### src/rtl/axi_lite_slave_regs_if.sv
`default_nettype none
// ============================================================================
//  Module      : axi_lite_slave_regs_if
//  Description : AXI4-Lite bus bundle between an interconnect master port and
//                the register-bank responder. The five AXI4-Lite channels
//                (AW, W, B, AR, R) are carried as individual signals. The
//                PROT fields travel with the bus but the responder ignores
//                them.
//  Modports    : slave  - responder side (drives READY on AW/W/AR, VALID on B/R)
//                master - requester side (drives VALID on AW/W/AR, READY on B/R)
//  Revision    : 1.0 - initial release
// ============================================================================
interface axi_lite_slave_regs_if #(
    parameter int ADDR_WIDTH = 32,
    parameter int DATA_WIDTH = 32
);
    // Write address channel
    logic [ADDR_WIDTH-1:0]   S_AWADDR;
    logic [2:0]              S_AWPROT;
    logic                    S_AWVALID;
    logic                    S_AWREADY;
    // Write data channel
    logic [DATA_WIDTH-1:0]   S_WDATA;
    logic [DATA_WIDTH/8-1:0] S_WSTRB;
    logic                    S_WVALID;
    logic                    S_WREADY;
    // Write response channel
    logic [1:0]              S_BRESP;
    logic                    S_BVALID;
    logic                    S_BREADY;
    // Read address channel
    logic [ADDR_WIDTH-1:0]   S_ARADDR;
    logic [2:0]              S_ARPROT;
    logic                    S_ARVALID;
    logic                    S_ARREADY;
    // Read data channel
    logic [DATA_WIDTH-1:0]   S_RDATA;
    logic [1:0]              S_RRESP;
    logic                    S_RVALID;
    logic                    S_RREADY;

    modport slave (
        input  S_AWADDR, S_AWPROT, S_AWVALID,
        output S_AWREADY,
        input  S_WDATA, S_WSTRB, S_WVALID,
        output S_WREADY,
        output S_BRESP, S_BVALID,
        input  S_BREADY,
        input  S_ARADDR, S_ARPROT, S_ARVALID,
        output S_ARREADY,
        output S_RDATA, S_RRESP, S_RVALID,
        input  S_RREADY
    );

    modport master (
        output S_AWADDR, S_AWPROT, S_AWVALID,
        input  S_AWREADY,
        output S_WDATA, S_WSTRB, S_WVALID,
        input  S_WREADY,
        input  S_BRESP, S_BVALID,
        output S_BREADY,
        output S_ARADDR, S_ARPROT, S_ARVALID,
        input  S_ARREADY,
        input  S_RDATA, S_RRESP, S_RVALID,
        output S_RREADY
    );
endinterface
`default_nettype wire

### src/rtl/axi_lite_slave_regs.sv
`default_nettype none
// ============================================================================
//  Module      : axi_lite_slave_regs
//  Description : AXI4-Lite responder exposing NUM_REGS 32-bit registers.
//                Write address and write data are accepted independently and
//                in either order. Each channel is parked in a holding
//                register, and the write commits once both halves are held.
//                Reads run in parallel with writes, one outstanding at a time.
//                Decode uses ADDR[15:2] as the word index. Indices at or
//                above NUM_REGS return SLVERR.
//  Ports       : clk      - clock
//                reset_n  - asynchronous active-low reset
//                s_axi    - AXI4-Lite slave modport
//                reg_q    - all register contents, register k at [k*32 +: 32]
//                wr_pulse - one-cycle strobe per register after a good write
//  Revision    : 1.0 - initial release
// ============================================================================
module axi_lite_slave_regs #(
    parameter int ADDR_WIDTH = 32,
    parameter int DATA_WIDTH = 32,
    parameter int NUM_REGS   = 16
) (
    input  wire                             clk,
    input  wire                             reset_n,
    axi_lite_slave_regs_if.slave            s_axi,
    output logic [NUM_REGS*DATA_WIDTH-1:0]  reg_q,
    output logic [NUM_REGS-1:0]             wr_pulse
);

    localparam int          c_idx_w    = $clog2(NUM_REGS);
    localparam int          c_nbytes   = DATA_WIDTH / 8;
    localparam logic [13:0] c_num_regs = 14'(NUM_REGS);
    localparam logic [1:0]  c_okay     = 2'b00;
    localparam logic [1:0]  c_slverr   = 2'b10;

    // ------------------------------------------------------------------
    // State
    // ------------------------------------------------------------------
    // Set at the first clk edge after reset. Keeps every READY low
    // during the cycle in which reset is released.
    logic                    r_rdy_en;

    logic                    r_aw_held;
    logic [13:0]             r_aw_idx;
    logic                    r_w_held;
    logic [DATA_WIDTH-1:0]   r_wdata;
    logic [c_nbytes-1:0]     r_wstrb;

    logic                    r_bvalid;
    logic [1:0]              r_bresp;

    logic                    r_rvalid;
    logic [1:0]              r_rresp;
    logic [DATA_WIDTH-1:0]   r_rdata;

    logic [NUM_REGS-1:0]     r_wr_pulse;

    // ------------------------------------------------------------------
    // Combinational control
    // ------------------------------------------------------------------
    logic                    w_awready;
    logic                    w_wready;
    logic                    w_arready;
    logic                    w_aw_hs;
    logic                    w_w_hs;
    logic                    w_ar_hs;
    logic                    w_commit;
    logic                    w_aw_in_range;
    logic                    w_wr_en;
    logic [13:0]             w_ar_idx;
    logic                    w_ar_in_range;
    logic [NUM_REGS-1:0]     w_wr_sel;
    logic [DATA_WIDTH-1:0]   w_rd_word;

    // A pending B response blocks new AW/W acceptance. This limits the
    // block to one write in flight, so the holding registers are never
    // overwritten before they commit.
    assign w_awready     = r_rdy_en & ~r_aw_held & ~r_bvalid;
    assign w_wready      = r_rdy_en & ~r_w_held  & ~r_bvalid;
    assign w_arready     = r_rdy_en & ~r_rvalid;

    assign w_aw_hs       = s_axi.S_AWVALID & w_awready;
    assign w_w_hs        = s_axi.S_WVALID  & w_wready;
    assign w_ar_hs       = s_axi.S_ARVALID & w_arready;

    assign w_commit      = r_aw_held & r_w_held & ~r_bvalid;
    assign w_aw_in_range = (r_aw_idx < c_num_regs);
    assign w_wr_en       = w_commit & w_aw_in_range;

    assign w_ar_idx      = s_axi.S_ARADDR[15:2];
    assign w_ar_in_range = (w_ar_idx < c_num_regs);

    // One-hot select of the register being committed. The same vector
    // drives both the byte-lane writes and the wr_pulse strobe.
    always_comb begin
        w_wr_sel = '0;
        if (w_wr_en) begin
            w_wr_sel[r_aw_idx[c_idx_w-1:0]] = 1'b1;
        end
    end

    // Read mux. An index that matches no register yields zero, which is
    // already the required out-of-range read data.
    always_comb begin
        w_rd_word = '0;
        for (int k = 0; k < NUM_REGS; k++) begin
            if (w_ar_idx == 14'(k)) begin
                w_rd_word = reg_q[k*DATA_WIDTH +: DATA_WIDTH];
            end
        end
    end

    // ------------------------------------------------------------------
    // Write channel capture, commit and B response
    // ------------------------------------------------------------------
    always_ff @(posedge clk or negedge reset_n) begin
        if (!reset_n) begin
            r_rdy_en   <= 1'b0;
            r_aw_held  <= 1'b0;
            r_aw_idx   <= '0;
            r_w_held   <= 1'b0;
            r_wdata    <= '0;
            r_wstrb    <= '0;
            r_bvalid   <= 1'b0;
            r_bresp    <= c_okay;
            r_wr_pulse <= '0;
        end else begin
            r_rdy_en   <= 1'b1;
            r_wr_pulse <= w_wr_sel;

            if (w_aw_hs) begin
                r_aw_held <= 1'b1;
                r_aw_idx  <= s_axi.S_AWADDR[15:2];
            end
            if (w_w_hs) begin
                r_w_held <= 1'b1;
                r_wdata  <= s_axi.S_WDATA;
                r_wstrb  <= s_axi.S_WSTRB;
            end

            // A handshake cannot coincide with a commit, because both held
            // flags are set and both READYs are therefore low.
            if (w_commit) begin
                r_aw_held <= 1'b0;
                r_w_held  <= 1'b0;
                r_bvalid  <= 1'b1;
                r_bresp   <= w_aw_in_range ? c_okay : c_slverr;
            end else if (r_bvalid && s_axi.S_BREADY) begin
                r_bvalid  <= 1'b0;
            end
        end
    end

    // ------------------------------------------------------------------
    // Register bank
    // ------------------------------------------------------------------
    for (genvar k = 0; k < NUM_REGS; k++) begin : g_regs
        logic [DATA_WIDTH-1:0] r_q;

        always_ff @(posedge clk or negedge reset_n) begin
            if (!reset_n) begin
                r_q <= '0;
            end else if (w_wr_sel[k]) begin
                for (int b = 0; b < c_nbytes; b++) begin
                    if (r_wstrb[b]) begin
                        r_q[b*8 +: 8] <= r_wdata[b*8 +: 8];
                    end
                end
            end
        end

        assign reg_q[k*DATA_WIDTH +: DATA_WIDTH] = r_q;
    end

    // ------------------------------------------------------------------
    // Read channel. The data is sampled from the register outputs before
    // the edge, so a read that coincides with a commit returns the old
    // value.
    // ------------------------------------------------------------------
    always_ff @(posedge clk or negedge reset_n) begin
        if (!reset_n) begin
            r_rvalid <= 1'b0;
            r_rresp  <= c_okay;
            r_rdata  <= '0;
        end else begin
            if (w_ar_hs) begin
                r_rvalid <= 1'b1;
                r_rresp  <= w_ar_in_range ? c_okay : c_slverr;
                r_rdata  <= w_rd_word;
            end else if (r_rvalid && s_axi.S_RREADY) begin
                r_rvalid <= 1'b0;
            end
        end
    end

    // ------------------------------------------------------------------
    // Outputs
    // ------------------------------------------------------------------
    assign s_axi.S_AWREADY = w_awready;
    assign s_axi.S_WREADY  = w_wready;
    assign s_axi.S_ARREADY = w_arready;
    assign s_axi.S_BVALID  = r_bvalid;
    assign s_axi.S_BRESP   = r_bresp;
    assign s_axi.S_RVALID  = r_rvalid;
    assign s_axi.S_RRESP   = r_rresp;
    assign s_axi.S_RDATA   = r_rdata;
    assign wr_pulse        = r_wr_pulse;

    // Address bits outside the word index, and the PROT fields, are
    // intentionally ignored.
    logic w_unused;
    assign w_unused = ^{s_axi.S_AWADDR[ADDR_WIDTH-1:16], s_axi.S_AWADDR[1:0],
                        s_axi.S_ARADDR[ADDR_WIDTH-1:16], s_axi.S_ARADDR[1:0],
                        s_axi.S_AWPROT, s_axi.S_ARPROT};

endmodule
`default_nettype wire
### src/flat_wrapper.sv
// flat-port wrapper written by rule: the top's interface ports become plain ports
module axi_lite_slave_regs_flat 
#(
    parameter int ADDR_WIDTH = 32,
    parameter int DATA_WIDTH = 32,
    parameter int NUM_REGS   = 16
)
  (clk, reset_n, reg_q, wr_pulse, s_axi_S_AWADDR, s_axi_S_AWPROT, s_axi_S_AWVALID, s_axi_S_AWREADY, s_axi_S_WDATA, s_axi_S_WSTRB, s_axi_S_WVALID, s_axi_S_WREADY, s_axi_S_BRESP, s_axi_S_BVALID, s_axi_S_BREADY, s_axi_S_ARADDR, s_axi_S_ARPROT, s_axi_S_ARVALID, s_axi_S_ARREADY, s_axi_S_RDATA, s_axi_S_RRESP, s_axi_S_RVALID, s_axi_S_RREADY);
  axi_lite_slave_regs_if #(.ADDR_WIDTH(ADDR_WIDTH), .DATA_WIDTH(DATA_WIDTH)) s_axi_i ();
  input  wire clk;
  input  wire reset_n;
  output logic [NUM_REGS*DATA_WIDTH-1:0] reg_q;
  output logic [NUM_REGS-1:0] wr_pulse;
  input wire logic [$bits(s_axi_i.S_AWADDR)-1:0] s_axi_S_AWADDR;
  input wire logic [$bits(s_axi_i.S_AWPROT)-1:0] s_axi_S_AWPROT;
  input wire logic [$bits(s_axi_i.S_AWVALID)-1:0] s_axi_S_AWVALID;
  output wire logic [$bits(s_axi_i.S_AWREADY)-1:0] s_axi_S_AWREADY;
  input wire logic [$bits(s_axi_i.S_WDATA)-1:0] s_axi_S_WDATA;
  input wire logic [$bits(s_axi_i.S_WSTRB)-1:0] s_axi_S_WSTRB;
  input wire logic [$bits(s_axi_i.S_WVALID)-1:0] s_axi_S_WVALID;
  output wire logic [$bits(s_axi_i.S_WREADY)-1:0] s_axi_S_WREADY;
  output wire logic [$bits(s_axi_i.S_BRESP)-1:0] s_axi_S_BRESP;
  output wire logic [$bits(s_axi_i.S_BVALID)-1:0] s_axi_S_BVALID;
  input wire logic [$bits(s_axi_i.S_BREADY)-1:0] s_axi_S_BREADY;
  input wire logic [$bits(s_axi_i.S_ARADDR)-1:0] s_axi_S_ARADDR;
  input wire logic [$bits(s_axi_i.S_ARPROT)-1:0] s_axi_S_ARPROT;
  input wire logic [$bits(s_axi_i.S_ARVALID)-1:0] s_axi_S_ARVALID;
  output wire logic [$bits(s_axi_i.S_ARREADY)-1:0] s_axi_S_ARREADY;
  output wire logic [$bits(s_axi_i.S_RDATA)-1:0] s_axi_S_RDATA;
  output wire logic [$bits(s_axi_i.S_RRESP)-1:0] s_axi_S_RRESP;
  output wire logic [$bits(s_axi_i.S_RVALID)-1:0] s_axi_S_RVALID;
  input wire logic [$bits(s_axi_i.S_RREADY)-1:0] s_axi_S_RREADY;
  assign s_axi_i.S_AWADDR = s_axi_S_AWADDR;
  assign s_axi_i.S_AWPROT = s_axi_S_AWPROT;
  assign s_axi_i.S_AWVALID = s_axi_S_AWVALID;
  assign s_axi_S_AWREADY = s_axi_i.S_AWREADY;
  assign s_axi_i.S_WDATA = s_axi_S_WDATA;
  assign s_axi_i.S_WSTRB = s_axi_S_WSTRB;
  assign s_axi_i.S_WVALID = s_axi_S_WVALID;
  assign s_axi_S_WREADY = s_axi_i.S_WREADY;
  assign s_axi_S_BRESP = s_axi_i.S_BRESP;
  assign s_axi_S_BVALID = s_axi_i.S_BVALID;
  assign s_axi_i.S_BREADY = s_axi_S_BREADY;
  assign s_axi_i.S_ARADDR = s_axi_S_ARADDR;
  assign s_axi_i.S_ARPROT = s_axi_S_ARPROT;
  assign s_axi_i.S_ARVALID = s_axi_S_ARVALID;
  assign s_axi_S_ARREADY = s_axi_i.S_ARREADY;
  assign s_axi_S_RDATA = s_axi_i.S_RDATA;
  assign s_axi_S_RRESP = s_axi_i.S_RRESP;
  assign s_axi_S_RVALID = s_axi_i.S_RVALID;
  assign s_axi_i.S_RREADY = s_axi_S_RREADY;
  axi_lite_slave_regs #(.ADDR_WIDTH(ADDR_WIDTH), .DATA_WIDTH(DATA_WIDTH), .NUM_REGS(NUM_REGS)) u_core (.clk(clk), .reset_n(reset_n), .s_axi(s_axi_i), .reg_q(reg_q), .wr_pulse(wr_pulse));
endmodule
### config.mk
export PLATFORM = sky130hd
export DESIGN_NAME = axi_lite_slave_regs_flat
export DESIGN_NICKNAME = d
export VERILOG_FILES = /design/src/rtl/axi_lite_slave_regs_if.sv /design/src/rtl/axi_lite_slave_regs.sv /design/src/flat_wrapper.sv
export SDC_FILE = /design/constraint.sdc
export NUM_CORES = 1
export LEC_CHECK = 0
export BUFFER_PORTS_ARGS = -buffer_cell sky130_fd_sc_hd__buf_4
export CAP_MARGIN = 20
export CORE_MARGIN = 4
export CORE_UTILIZATION = 41
export DETAILED_ROUTE_END_ITERATION = 7
export PLACE_DENSITY = 0.63
export SLEW_MARGIN = 0
export SYNTH_ARGS = -nofsm -noshare
export SYNTH_HDL_FRONTEND = slang
export SYNTH_SLANG_ARGS = --single-unit
### constraint.sdc
create_clock -name clk -period 4.9 [get_ports clk]
set_clock_uncertainty 0.15 [all_clocks]
set_input_delay 0.735 -clock clk [delete_from_list [all_inputs] [get_ports clk]]
set_output_delay 0.735 -clock clk [all_outputs]
set_load 0.03 [all_outputs]
### Word level (Yosys, flattened, before mapping)

Cells that the tools add are included.

| storage, ports and cells | value |
|---|---|
| input port bits | 113 |
| flip-flop bits (word level) | 619 |
| output and inout bits | 569 |
| word-level logic and storage cells | 211 |

| cells by class | value |
|---|---|
| $lt $le $gt $ge | 4 |
| bitwise logic cells | 15 |
| equal/unequal tests | 15 |
| reductions and logical operators | 72 |
| multiplexer cells | 29 |

Operators by type and width:

| cell | number |
|---|---|
| two-way mux 32 bit | 16 |
| AND reduction 2 bit | 64 |
| equality test 14 x 4 -> 1 bit, second input constant | 8 |
| equality test 14 x 3 -> 1 bit, second input constant | 4 |
| equality test 14 x 2 -> 1 bit, second input constant | 2 |
| < comparator 14 x 5 -> 1 bit, second input constant | 2 |
| two-way mux 16 bit | 1 |
| equality test 14 x 1 -> 1 bit, second input constant | 1 |
| zero test 14 bit | 1 |
| AND 1 bit | 11 |
| two-way mux 1 bit | 9 |
| nonzero test 2 bit | 4 |
| < comparator 4 x 5 -> 1 bit, second input constant | 1 |
| demux 1 bit (select 4 bit) | 1 |
| greater-or-equal comparator 4 x 1 -> 1 bit, second input constant | 1 |
| two-way mux 2 bit | 2 |
| inverter 1 bit | 4 |
| logical AND 1 bit | 3 |

### Logic depth before layout (Yosys ltp)

| logic depth | value |
|---|---|
| depth after elaboration | 17 |
| depth in mapped cells | 10 |
| gate-level depth less buffers | 7 |

### Worst setup path after synthesis

Ideal clock, no wire load.

| timing | value |
|---|---|
| kind | in2reg |
| from | in s_axi_S_ARADDR[12] |
| to | reg u_core.r_rdata[15] (netlist: u_core.s_axi.S_RDATA[15]) |
| arrival time | 2566 ps |
| slack | 2055 ps |
| library setup time | 129 ps |
| data required time | 4621 ps |
| stages on the path | 9 |
| path buffers | 2 |
| cells stage by stage | or4_1 buf_4 nor4_4 buf_6 nand2_2 nor2_1 nor2_1 a221oi_2 o31ai_1 |

| between the ends | value |
|---|---|
| cells in the longest elaborated chain, start to end | 17 |
| elaborated cells on any way between the ends | 32 |
| classes of those cells | eq/ne: 15; mux: 16; reduce/logical: 1 |

RTL lines:

| what | line | text |
|---|---|---|
| start: declaration | flat_wrapper.sv:25 | `input wire logic [$bits(s_axi_i.S_ARADDR)-1:0] s_axi_S_ARADDR;` |
| zero test 14 bit | axi_lite_slave_regs.sv:107 | `if (w_ar_idx == 14'(k)) begin` |
| two-way mux 32 bit (15 in series) | axi_lite_slave_regs.sv:107 |  |
| two-way mux 32 bit * | axi_lite_slave_regs.sv:107 |  |
| end signal: assignment | axi_lite_slave_regs.sv:189 | `r_rdata <= w_rd_word;` |
| end: declaration | axi_lite_slave_regs.sv:54 | `logic [DATA_WIDTH-1:0] r_rdata;` |

Mark *: on every way between the ends. The rest lies on a longest branch, timed or not.
A chain may end at the register's enable or synchronous reset.

### Final worst setup path

| timing | value |
|---|---|
| from | reg u_core.r_aw_idx[12] |
| to | reg u_core.g_regs[0].r_q[15] |

| between the ends | value |
|---|---|
| cells in the longest elaborated chain, start to end | 4 |

RTL lines:

| what | line | text |
|---|---|---|
| start: declaration | axi_lite_slave_regs.sv:44 | `logic [13:0] r_aw_idx;` |
| start signal: assignment | axi_lite_slave_regs.sv:133 | `r_aw_idx <= s_axi.S_AWADDR[15:2];` |
| < comparator 14 x 5 -> 1 bit | axi_lite_slave_regs.sv:87 | `assign w_aw_in_range = (r_aw_idx < c_num_regs);` |
| AND 1 bit | axi_lite_slave_regs.sv:88 | `assign w_wr_en = w_commit & w_aw_in_range;` |
| two-way mux 16 bit | axi_lite_slave_regs.sv:97 | `if (w_wr_en) begin` |
| net u_core.w_wr_sel[0] | axi_lite_slave_regs.sv:72 | `logic [NUM_REGS-1:0] w_wr_sel;` |
| AND reduction 2 bit (no source line) | - |  |
| end signal: indexed assignment | axi_lite_slave_regs.sv:166 | `r_q[b*8 +: 8] <= r_wdata[b*8 +: 8];` |
| end: declaration | axi_lite_slave_regs.sv:158 | `logic [DATA_WIDTH-1:0] r_q;` |

The timed path passes the listed nets, and every way through them passes these cells.

==> results.json <==
{
  "run_status": "finished, final reports clean",
  "cp_cell_sequence": "nor4_1 > nand4_1 > or3_1 > nor3_2 > nand2_1 > mux2_1",
  "drtAntennaViolNets": 0,
  "synthesis.area_per_instance_um2": 12.8,
  "worstPathRequired_ns": 5.23,
  "r2r_cells": 6,
  "htreeDepth": 3,
  "post-dp-hpwl_mm": 94.3,
  "synth-seq-cells": 617,
  "hold_buffers": 0,
  "share_of_post_route_cells_with_drive_strength_above_1_pct": 49.3,
  "flow.area_growth_from_synthesis_pct": 30.6,
  "maxCapViolations": 0,
  "fin_total_pwr_mw": 12.9,
  "pre_cts_ws_ns": 0.942,
  "launch_point_of_the_critical_path": "u_core.r_aw_idx[12]$_DFFE_PN0P_",
  "vias_per_cell": 6.16,
  "total_cts_buffers": 70,
  "ys_async_sr_fraction_pct": 100,
  "fillCellCount": 5795,
  "synth_enable_flop_cells": 0,
  "track_usage_pct": 34.2,
  "power.leakage_nw": 18.2,
  "routed_wire_length_per_instance_um": 33.6,
  "most_frequent_standard_cell_in_the_layout_excluding_fill_and_tap_cells": "sky130_fd_sc_hd__buf_4",
  "postSynth.topFlopCell": "sky130_fd_sc_hd__dfrtp_1",
  "synth_warnings": 0,
  "power-per-cell-area_nw_per_um2": 361,
  "first_pass_iters": 7,
  "die_x_um": 267,
  "cts.reportedPaths.clkPinSlew_ns": 0.06,
  "placedCellCount": 3609,
  "finalWorstSetupSlack_ns": 1.25,
  "critical_path_peak_fanout": 8,
  "ios": 682,
  "synth_cell_types": 69,
  "cts.repair_timing.setup_buffer_count": 0,
  "rr_startpoint": "u_core.r_aw_idx[12]$_DFFE_PN0P_",
  "drc": 0,
  "clock_latency_reported_for_the_late_side_of_the_worst_skew_pair_ns": 0.61,
  "hold_path.class": "in -> async",
  "layout.core_utilization_pct": 54.3,
  "floorplan.die.height_um": 267,
  "critPathKind": "reg -> reg",
  "finish.cell_count_without_fillers": 3734,
  "critical_path_arrival_ns": 3.98,
  "finalHoldWorstSlack_ns": 0.0337,
  "tightest_slew_ns": 1.06,
  "antenna_violations_before_repair": 3,
  "vias": 23000,
  "clk_root_buffer_cell": "sky130_fd_sc_hd__clkbuf_16",
  "tns_ns": 0,
  "synthCells": 2154,
  "route.final.wire_length_mm": 125,
  "crit_path_start_kind": "flip-flop",
  "timing_hold_violations_final": 0,
  "numPortBuffers": 637,
  "grt_setup_unrepaired": "no",
  "crit_end": "u_core.g_regs[0].r_q[15]$_DFFE_PN0P_",
  "slew-limit-headroom_pct": 29.3,
  "via_count_of_the_first_global_routing_pass": 23300,
  "maximum_number_of_pins_on_one_net_before_global_route_repair": 111,
  "finalWeightedCongestion": 0.909,
  "max_clock_freq_ghz": 0.274,
  "timing.final.max_slew_violations": 0,
  "first_iter_violations": 2169,
  "finalSetupViolations": 0,
  "critical_path.max_stage_delay_ns": 0.79,
  "post-route-period-util_pct": 74.5,
  "synthesis.area_um2": 27500,
  "stdcell_area_um2": 35900,
  "ctsLongestPathBuffers": 3,
  "endpoint_kind": "flip-flop",
  "dpl-instance-area_um2": 33500,
  "die_area_um2": 71200,
  "globalRoute.totalOverflow": 0,
  "cts_tree": "done",
  "design.final.nets": 2930,
  "peakVddDrop_uv": 333,
  "setup.reg_to_reg.worst_slack_ns": 1.25,
  "post_cts_resized": 0,
  "timing.critical_path.slowest_stage_cell": "sky130_fd_sc_hd__nor3_2",
  "row_count": 94,
  "layout_common_cells": "sky130_fd_sc_hd__buf_4, sky130_fd_sc_hd__dfrtp_1, sky130_fd_sc_hd__mux2_2, sky130_fd_sc_hd__nand2_1, sky130_fd_sc_hd__nor2_1",
  "yosysSeqAreaShare_pct": 56.2,
  "worstReg2RegEnd": "u_core.g_regs[0].r_q[15]$_DFFE_PN0P_",
  "clock-sinks": 617,
  "global_route_wire_length_before_repair_mm": 175,
  "design.core.area_um2": 66100,
  "layout_min_cycle_time_ns": 3.65,
  "initial_utilization_pct": 41.6
}
power by group:
part	total (mW)	internal [mW]	switching [mW]
Sequential	6.51	5.34	1.17
Clock	5.37	3.20	2.17
Combinational	1.05	0.461	0.590
cells by family (layout without fill, tap and decap cells):
logic type	after synthesis	after routing	share of synthesized area [%]
flops	617	617	56.2
mux	594	594	24.4
compound gates	414	414	10.3
simple gates	384	384	6.91
buf+inv	143	856	2.17
other cells	2	5	0.0273
cells in the mapped netlist (all sizes together) (10+ instances only):
master    n  area [um^2]
dfrtp   617        15400
mux2    564         6350
nand2   137          524
nor2    102          385
clkbuf   91          342
a21oi    89          445
o21ai    80          400
buf      45          228
a22oi    34          255
o22ai    29          181
mux2i    27          270
nand4    25          163
o221ai   20          175
a221oi   18          164
nor3     17         95.1
nand3    16         80.1
a211oi   15          113
nor4     15          179
a221o    14          140
nand2b   14         87.6
a222oi   13          130
a32oi    13          114
o211ai   13         97.6
or3      13         81.3
and3     12         75.1
a31oi    11         68.8
nor2b    10         62.6
worst min path at each step:
stage                                               from                              endpoint  slack [ns]  cells after the start
floorplan                                        reset_n   u_core.g_regs[0].r_q[0]$_DFFE_PN0P_        0.29                      0
global placement    u_core.s_axi.S_RDATA[29]$_DFFE_PN0P_  u_core.s_axi.S_RDATA[29]$_DFFE_PN0P_        0.33                      1
detailed placement  u_core.s_axi.S_RDATA[29]$_DFFE_PN0P_  u_core.s_axi.S_RDATA[29]$_DFFE_PN0P_        0.33                      1
CTS                                              reset_n  u_core.g_regs[12].r_q[2]$_DFFE_PN0P_         0.1                      1
global route                                     reset_n  u_core.g_regs[12].r_q[2]$_DFFE_PN0P_        0.12                      1
finish                                           reset_n  u_core.g_regs[12].r_q[2]$_DFFE_PN0P_        0.03                      1
state kept, by name, indices dropped and copies added, names as in the netlist:
register and count:
u_core.s_axi.S_BRESP 1, u_core.r_wstrb 4, u_core.r_aw_idx 14, u_core.r_aw_held 1
u_core.s_axi.S_RDATA 32, u_core.s_axi.S_RVALID 1, u_core.g_regs.r_q 512, u_core.s_axi.S_RRESP 1
u_core.r_wdata 32, u_core.s_axi.S_BVALID 1, u_core.r_w_held 1, u_core.wr_pulse 16
u_core.r_rdy_en 1
layout make-up:
class                           instances  area [um^2]  area share [%]
Timing Repair Buffer                  726         5550            15.5
Clock inverter                         19          319           0.890
Tap cell                              864         1080            3.01
Clock buffer                          104         2000            5.57
Antenna cell                            2         5.00          0.0140
Multi-Input combinational cell       1395        11500            31.9
Sequential cell                       617        15400            43.0
Inverter                                7         26.3          0.0733
routing by layer:
layer / track usage [%] / vias to the layer above / routed length, um
met5: 0 / - / 29
met4: 15.1 / 4 / 6420
met3: 7.60 / 255 / 11000
met2: 57.2 / 1275 / 60700
met1: 42.7 / 12100 / 47200
li1: - / 9399 / -
worst max-delay path, delay by kind of cell, from the launching register on:
family	cells	cell delay, ns
simple gates	5	2.53
flops	1	0.38
mux	1	0.46
Power figures use the tool's default switching activity.
